--- src/rtl/instr_fetch_unit.sv ---
// Instruction fetch stage: owns the PC, addresses the combinational instruction
// memory and loads the IF/ID register. Handles stall, branch redirect and HALT.
module instr_fetch_unit #(
    parameter logic [15:0] RESET_PC  = 16'h0000,
    parameter logic [15:0] HALT_WORD = 16'hFFFF
) (
    input  logic        clk,
    input  logic        reset_n,
    output logic [15:0] imem_addr,
    input  logic [15:0] imem_data,
    input  logic        stall,
    input  logic        redirect,
    input  logic [15:0] redirect_pc,
    output logic [15:0] if_instr,
    output logic [15:0] if_pc,
    output logic [15:0] if_pc_plus2,
    output logic        if_valid,
    output logic        halted,
    output logic [15:0] fetch_count
);

    typedef enum logic {S_RUN, S_HALT} state_t;

    state_t      state, state_d;
    logic [15:0] pc, pc_d;
    logic [15:0] instr_d, ifpc_d, cnt_d;
    logic        valid_d;
    logic [15:0] target;

    // Instructions are halfword aligned, so bit 0 of any address is forced low.
    assign target      = redirect_pc & 16'hFFFE;
    assign imem_addr   = pc & 16'hFFFE;
    assign if_pc_plus2 = if_pc + 16'd2;
    assign halted      = (state == S_HALT);

    // State register
    always_ff @(posedge clk or negedge reset_n) begin
        if (!reset_n) state <= S_RUN;
        else          state <= state_d;
    end

    // Next state and next datapath values; redirect beats stall beats fetch
    always_comb begin
        state_d = state;
        pc_d    = pc;
        instr_d = if_instr;
        ifpc_d  = if_pc;
        valid_d = if_valid;
        cnt_d   = fetch_count;
        case (state)
            S_RUN: begin
                if (redirect) begin
                    pc_d    = target;
                    valid_d = 1'b0;
                    instr_d = 16'h0000;
                end else if (!stall) begin
                    instr_d = imem_data;
                    ifpc_d  = pc;
                    valid_d = 1'b1;
                    cnt_d   = fetch_count + 16'd1;
                    // PC stays parked on the halt word so a reset-free redirect is the only way on
                    if (imem_data == HALT_WORD) state_d = S_HALT;
                    else                        pc_d    = pc + 16'd2;
                end
            end
            S_HALT: begin
                // The halt word was shown to decode for one cycle; bubbles from now on.
                valid_d = 1'b0;
                if (redirect) begin
                    // Halt was fetched down the wrong path of a taken branch
                    pc_d    = target;
                    instr_d = 16'h0000;
                    state_d = S_RUN;
                end
            end
        endcase
    end

    // PC and IF/ID pipeline register
    always_ff @(posedge clk or negedge reset_n) begin
        if (!reset_n) begin
            pc          <= RESET_PC;
            if_instr    <= 16'h0000;
            if_pc       <= 16'h0000;
            if_valid    <= 1'b0;
            fetch_count <= 16'h0000;
        end else begin
            pc          <= pc_d;
            if_instr    <= instr_d;
            if_pc       <= ifpc_d;
            if_valid    <= valid_d;
            fetch_count <= cnt_d;
        end
    end

endmodule

--- config.mk ---
export PLATFORM = sky130hd
export DESIGN_NAME = instr_fetch_unit
export DESIGN_NICKNAME = d
export VERILOG_FILES = /design/src/rtl/instr_fetch_unit.sv
export SDC_FILE = /design/constraint.sdc
export NUM_CORES = 1
export LEC_CHECK = 0
export ABC_CLOCK_PERIOD_IN_PS = 3000
export CAP_MARGIN = 5
export CORE_UTILIZATION = 48
export CTS_CLUSTER_SIZE = 8
export DETAILED_ROUTE_END_ITERATION = 8
export GPL_TIMING_DRIVEN = 0
export PLACE_DENSITY = 0.85
export RECOVER_POWER = 100
export SKIP_LAST_GASP = 1
export SLEW_MARGIN = 25
export SYNTH_ARGS = -nofsm -noshare
export SYNTH_HDL_FRONTEND = slang
export SYNTH_SLANG_ARGS = --single-unit
--- constraint.sdc ---
create_clock -name clk -period 3 [get_ports clk]
set_input_delay 0.9 -clock clk [delete_from_list [all_inputs] [get_ports clk]]
set_output_delay 0.9 -clock clk [all_outputs]
set_load 0.01 [all_outputs]
==> reports/qor.yml, run 1 <==
holdWs_ns: 0.466
synth_compound_area_share_pct: 14.8
num_rows: 29
core_sq_mm: 0.00635
clockRootBuffer: "clkbuf_8"
die_height_microns: 83.1
wl_per_cell_microns: 15.8
rsz0062_at_grt: "no"
syn_avg_cell_area_sq_um: 11.0
crit_top_cell: "and3_1"
switching_share_pct: 32.9
reg2reg_to: "if_pc[8]"
hold_path.class: "reg -> reg"
grt_pass1_wl_microns: 13500
ctsHoldBuffers: 0
num_vias: 2759
synth_edf_count: 0
drt-initial-drc-count: 189
setup_viol: 0
hpwlAfterDp_microns: 5880
first_global_vias: 2691
synth_top_family_by_area: "simple AND/OR/NAND/NOR gates"
switchingPower_uw: 861
first_pass_iters: 7
fin_crit_sh_pct: 94.5
yosysUniqueCellTypes: 41
synthCells: 288
max_clock_freq_ghz: 0.353
placed_area_sq_mm: 0.00441
drive_gt1_share_pct: 12.0
crit_type: "reg -> out"
max-cap-violations: 1
crit_path_start_kind: "flip-flop"
clkSlewWorstSetupHoldPaths_ns: 0.07
antenna_found_initial: 0
ys_seq_area_share_pct: 50.7
setup.worst_path.start: "if_pc[5]"
synth.ff_latch_count: 64
cts_tree: "built"
min_period_ns: 2.84
path_cells: "and3_1 -> and2_1 -> and4_4 -> and3_1 -> xor2_1 -> dlygate4sd2_1"
synthSimpleGateAreaFrac_pct: 16.3
violations: "design-rule violations, max-capacitance violations, max-slew violations"
grt.total_usage_pct: 24.6
n_antenna_cell: 0
critPathMaxStageDelay_ns: 0.38
crit_end: "if_pc_plus2[10]"
start_util_pct: 49.7
ios: 118
design_area_sq_mm: 0.00454
clk_path_buf_depth: 2
slew_violations: 31
die_area_sq_mm: 0.00690
layout_common_cells: "dlygate4sd3_1, dfrtp_1, clkdlybuf4s50_1"
outcome: "finished, violations left"
leakagePower_uw: 0.00202
synth_mux_area_share_pct: 5.67
skew_ns: 0.00537
clk_latency_ns: 0.34
worst_path_dominant_cell_family: "simple AND/OR/NAND/NOR gates"
cp.depth: 6
relSlewSlack_pct: -13.2
rrSetupSlack_ns: 0.94
pwr-share-seq_pct: 43.9
hold_violations: 0
die_w_microns: 83.1
grt_start_max_net_pins: 35
place.port_buffers: 113
pwr_density_cell_mw_per_mm2: 576
ir_drop_uv: 356
cts_buffers: 9
overflow: 0
rr_startpoint: "halted"
cts_max_level: 3
cts_sinks: 64
cp_max_fo: 4
p_comb_share_pct: 31.4
worst_path_max_delay_cell: "dfrtp_1"
clockPowerShare_pct: 24.7
wl_microns: 7910
yosysWarnings: 0
reg2reg_depth: 5
synthFlopType: "dfrtp_1"
netlist_area_sq_mm: 0.00316
drcViolationCount: 2
tns_ns: 0
mostFrequentLayoutCell: "dlygate4sd3_1"
finalNetCount: 458
synthXorXnorAreaFrac_pct: 7.77
syn_to_final_growth_pct: 43.9
p_int_uw: 1760
gp_congestion: 0.848
crit_arrival_ns: 1.94
crit_buf_inv: 1
worst_slew_pin_slew_ns: 1.70
ant_nets: 0
vias_per_cell: 5.51
cp.required_ns: 2.10
cp-end-kind: "output port"
synth-async-reset-ratio_pct: 100
synth_fa_ha_area_share_pct: 1.19
==> worst reg2reg max path, cell delays in order, from the launching register on <==
cell and delay [ns]:
dfrtp_1 0.42, or2_0 0.24, clkbuf_1 0.26, nor2_4 0.31, clkbuf_2 0.34, mux2_2 0.38
==> repair_timing <==
| action | CTS | global route |
|---|---|---|
| setup buffers | 2 | 2 |
| pin swaps | 0 | 0 |
| endpoints found under the setup margin | 8 | 4 |
| resized for setup | 9 | 4 |
==> metrics by stage <==
stage          setup slack [ns]  cells  utilization, %  total power [uW]
2_1_floorplan             0.671    290               -              1530
4_1_cts                 -0.0452    499            72.4              2720
6_report                  0.164    501            71.5              2620
3_3_place_gp             -0.975    480            69.2              2040
3_5_place_dp             0.0841    481            69.4              2070
5_1_grt                  0.0195    501            71.5              2760
==> layout make-up <==
cell class,instances,area (sq um)
clock inverter,6,46.3
inverter,6,22.5
clock buffer,10,128
timing repair buffer,118,1160
sequential,64,1600
multi-input combinational,206,1410
fill,481,1810
tap,77,96.3
buffer,14,76.3
==> routing by layer <==
layer,track usage (%),part of all wire (%),vias to the layer above
li1,-,-,1307
met2,39.9,48,95
met5,0,0,-
met3,3.98,4.3,21
met4,10.3,2.9,0
met1,33.0,44,1336
==> how the worst min path moves through the flow <==
stage	startpoint	endpoint	slack, ns	depth (start not counted)
detailed placement	fetch_count[15]	fetch_count[15]	0.46	1
finish	fetch_count[15]	fetch_count[15]	0.47	1
global placement	fetch_count[15]	fetch_count[15]	0.46	1
CTS	fetch_count[15]	fetch_count[15]	0.47	1
floorplan	fetch_count[15]	fetch_count[15]	0.50	1
global route	fetch_count[15]	fetch_count[15]	0.50	1
==> flip-flops by register name, summed over array words and instances, names as in the netlist <==
register     count
if_instr        16
halted           1
if_valid         1
if_pc           15
pc              15
fetch_count     16
==> cell usage after synthesis (2+ instances only) <==
cell type / n / area, sq um
a21oi_1: 20 / 100
a22o_1: 17 / 149
a2bb2oi_1: 3 / 26.3
a31oi_1: 2 / 12.5
and2_1: 3 / 18.8
and3_1: 10 / 62.6
and4_1: 2 / 17.5
buf_2: 5 / 25.0
buf_4: 5 / 37.5
clkbuf_1: 2 / 7.51
dfrtp_1: 64 / 1600
ha_1: 3 / 37.5
inv_1: 6 / 22.5
mux2_2: 15 / 169
nand2_1: 26 / 97.6
nand3_1: 16 / 80.1
nand4_1: 8 / 50.1
nor2_1: 11 / 41.3
nor3_1: 4 / 20.0
nor4_4: 3 / 63.8
o21ai_0: 11 / 55.1
o22ai_1: 7 / 43.8
xnor2_1: 19 / 166
xor2_1: 9 / 78.8
==> power by group through the flow <==
stage / clock, uW / combinational, uW / sequential (uW)
after floorplan: 0 / 332 / 1200
after global placement: 0 / 874 / 1160
after detailed placement: 0 / 897 / 1180
after CTS: 657 / 910 / 1150
after global routing: 699 / 885 / 1170
final: 646 / 822 / 1150
==> kinds of logic (layout without fill, tap and decap cells) <==
family / Yosys count / in the layout
simple gates: 89 / 89
compound gates: 67 / 67
flops: 64 / 64
xor+xnor: 28 / 28
buf+inv: 20 / 154
mux: 16 / 16
fa+ha+maj: 3 / 3
other cells: 1 / 3
No activity file was read; power rests on OpenSTA's default activity.
==> inputs of run 2 (changes only) <==
--- a/config.mk
+++ b/config.mk
@@ -5,13 +5,15 @@
 export SDC_FILE = /design/constraint.sdc
 export NUM_CORES = 1
 export LEC_CHECK = 0
+export ABC_AREA = 1
 export ABC_CLOCK_PERIOD_IN_PS = 3000
 export CAP_MARGIN = 5
-export CORE_UTILIZATION = 48
+export CORE_MARGIN = 1
+export CORE_UTILIZATION = 50
 export CTS_CLUSTER_SIZE = 8
 export DETAILED_ROUTE_END_ITERATION = 8
 export GPL_TIMING_DRIVEN = 0
-export PLACE_DENSITY = 0.85
+export PLACE_DENSITY = 0.86
 export RECOVER_POWER = 100
 export SKIP_LAST_GASP = 1
 export SLEW_MARGIN = 25
==> constraint.sdc (replaced) <==
create_clock -name clk -period 3 [get_ports clk]
set_input_delay 0.9 -clock clk [delete_from_list [all_inputs] [get_ports clk]]
set_output_delay 0.9 -clock clk [all_outputs]
set_load 0.02 [all_outputs]
==> run 2 against run 1 <==
  * The flow now finishes without violations
  * Clock power is 25% higher
  * Critical path depth is 2 higher
  * Register-to-register slack better by 0.14 ns
  * Fmax is 3.4% lower
  * Combinational power is 17% higher
  * Via count is 27% higher
  * First-iteration DRC count is 67% higher
  * Non-clock buffer count is 3 lower
  * Synthesized cell count is 57% higher
  * Critical path type unchanged
  * Largest power group unchanged
  * Highest routed layer unchanged
==> reports/qor.yml, run 2 <==
grt.total_usage_pct: 26.9
hpwlAfterDp_microns: 6980
drcViolationCount: 0
crit_type: "reg -> out"
cp_max_fo: 5
grt_start_max_net_pins: 48
yosysWarnings: 0
clk_latency_ns: 0.34
drt-initial-drc-count: 316
yosysUniqueCellTypes: 30
cp.required_ns: 2.10
setup_viol: 0
die_w_microns: 85.9
core_sq_mm: 0.00679
grt-busiest-layer: "met2"
worst_path_max_delay_cell: "dfrtp_1"
fin_crit_sh_pct: 97.8
first_global_vias: 3264
skew_ns: 0.00833
postCtsSetupBuffers: 0
wl_per_cell_microns: 13.8
cts_sinks: 64
fin_ws_ns: 0.0657
ctsHoldBuffers: 0
finalNetCount: 617
ant_nets: 0
ys_seq_area_share_pct: 45.5
start_util_pct: 51.8
syn_avg_cell_area_sq_um: 7.80
clkSlewWorstSetupHoldPaths_ns: 0.07
min_period_ns: 2.93
top_regs: "fetch_count x16, if_instr x16"
ios: 118
overflow: 0
drive_gt1_share_pct: 6.35
max_clock_freq_ghz: 0.341
grt_use_met2_pct: 42.0
wl_microns: 9400
die_height_microns: 85.9
clk_path_buf_depth: 2
relSlewSlack_pct: 19.5
yosysTopAreaCellShare_pct: 45.5
antenna_found_initial: 0
synth.most_common_cell: "nand2_1"
grtUsageMet1_pct: 36.2
num_vias: 3495
fillers: 569
place.port_buffers: 113
ir_drop_uv: 299
seq_area_sq_mm: 0.00160
cp-end-kind: "output port"
multi_input_area_sq_mm: 0.00165
outcome: "finished clean"
hold_violations: 0
netlist_area_sq_mm: 0.00352
slew_violations: 0
holdWs_ns: 0.489
die_area_sq_mm: 0.00738
hold_path.class: "reg -> reg"
crit_path_start_kind: "flip-flop"
synth_area_leader_cell: "dfrtp_1"
leakagePower_uw: 0.00237
syn_to_final_growth_pct: 40.6
cts_max_level: 3
worst_slew_pin_slew_ns: 1.21
vias_per_cell: 5.15
synth.ff_latch_count: 64
final_util_pct: 72.8
layout_common_cells: "nand2_1, clkdlybuf4s50_1, dfrtp_1"
synthCells: 451
n_antenna_cell: 0
synthTopCellsByCount: "nand2_1, dfrtp_1, nor2_1, inv_1"
grt_pass1_wl_microns: 15400
synth-async-reset-ratio_pct: 100
synth_edf_count: 0
path_cells: "ha_1 -> nand2_1 -> nor2_2 -> nand3_1 -> nor2_2 -> nand3_1 -> xor2_1 -> clkdlybuf4s15_1"
first_pass_iters: 5
clockRootBuffer: "clkbuf_8"
cts_tree: "built"
gp_congestion: 0.913
mostFrequentLayoutCell: "nand2_1"
critPathMaxStageDelay_ns: 0.41
synthFlopType: "dfrtp_1"
crit_arrival_ns: 2.03
pwr_density_cell_mw_per_mm2: 591
dp_cells: 663
use_met3_pct: 5.77
yosys-top-cells-area: "dfrtp_1, nand2_1, nor2_1, nand3_1, o21ai_0"
fin_cells: 679
cts_buffers: 9
rsz0062_at_grt: "yes"
num_rows: 30
place_ws_ns: 0.0270
max-cap-violations: 0
==> run 2: final timing paths <==
path / start / endpoint / slack (ns) / cells after the start
setup / recovery: if_pc[1] / if_pc_plus2[11] / 0.07 / 8
hold / removal: if_valid / if_valid / 0.49 / 2
setup reg to reg: halted / if_pc[12] / 1.08 / 5
hold reg to reg: if_valid / if_valid / 0.49 / 2
max in group asynchronous: reset_n / fetch_count[0] / 0.64 / 2
min in group asynchronous: reset_n / if_pc[8] / 0.66 / 1
==> run 2: timing repair <==
action / CTS / global route
setup endpoints to repair: 7 / 7
pin swaps: 0 / 0
gates resized for setup: 8 / 10
==> run 2: cell type report <==
cell class / count / area share (%)
plain buffers: 15 / 1.72
clock buffers: 10 / 2.58
clock inverters: 6 / 1.69
inverters: 41 / 3.11
multi-input cells: 333 / 33.4
flip-flops and latches: 64 / 32.4
well taps: 96 / 2.43
repair buffers: 114 / 22.7
==> run 2: layer usage <==
metal	vias up	share of wire (%)
li1	1703	-
met1	1631	44
met2	135	47
met3	26	6.2
met4	0	2.8
met5	-	0
==> run 2: power by group <==
part	internal, uW	switching [uW]	leakage [uW]
combinational	426	538	0.00145
clock	465	341	0.000110
sequential	987	169	0.000813
==> run 2: worst max-delay path, delay by kind of cell (launching register included) <==
kind	cells	cell delay, ns
DFF	1	0.41
xor gates and xnor gates	1	0.14
buffers and inverters	1	0.33
and+or+nand+nor	5	0.63
adders and majority gates	1	0.20
==> run 2: metrics by stage <==
step	total power (uW)	setup TNS [ns]	area [sq um]
6_report	2930	0	4950
5_1_grt	3070	-0.112	4950
4_1_cts	2970	0	5010
3_5_place_dp	2180	0	4800
3_3_place_gp	2150	-69.25	4780
2_1_floorplan	1670	0	3530
==> run 2: cell families (layout without fill, tap and decap cells) <==
| logic type | count (synthesis) | count (layout) | share of synthesized area, % |
|---|---|---|---|
| DFF | 64 | 64 | 45.5 |
| and+or+nand+nor | 248 | 248 | 29.7 |
| muxes | 2 | 2 | 0.569 |
| adders and majority gates | 3 | 3 | 1.07 |
| AOI/OAI and AO/OA | 52 | 52 | 9.60 |
| other | 1 | 3 | 0.107 |
| xor gates and xnor gates | 25 | 25 | 6.22 |
| buffers and inverters | 56 | 186 | 7.22 |
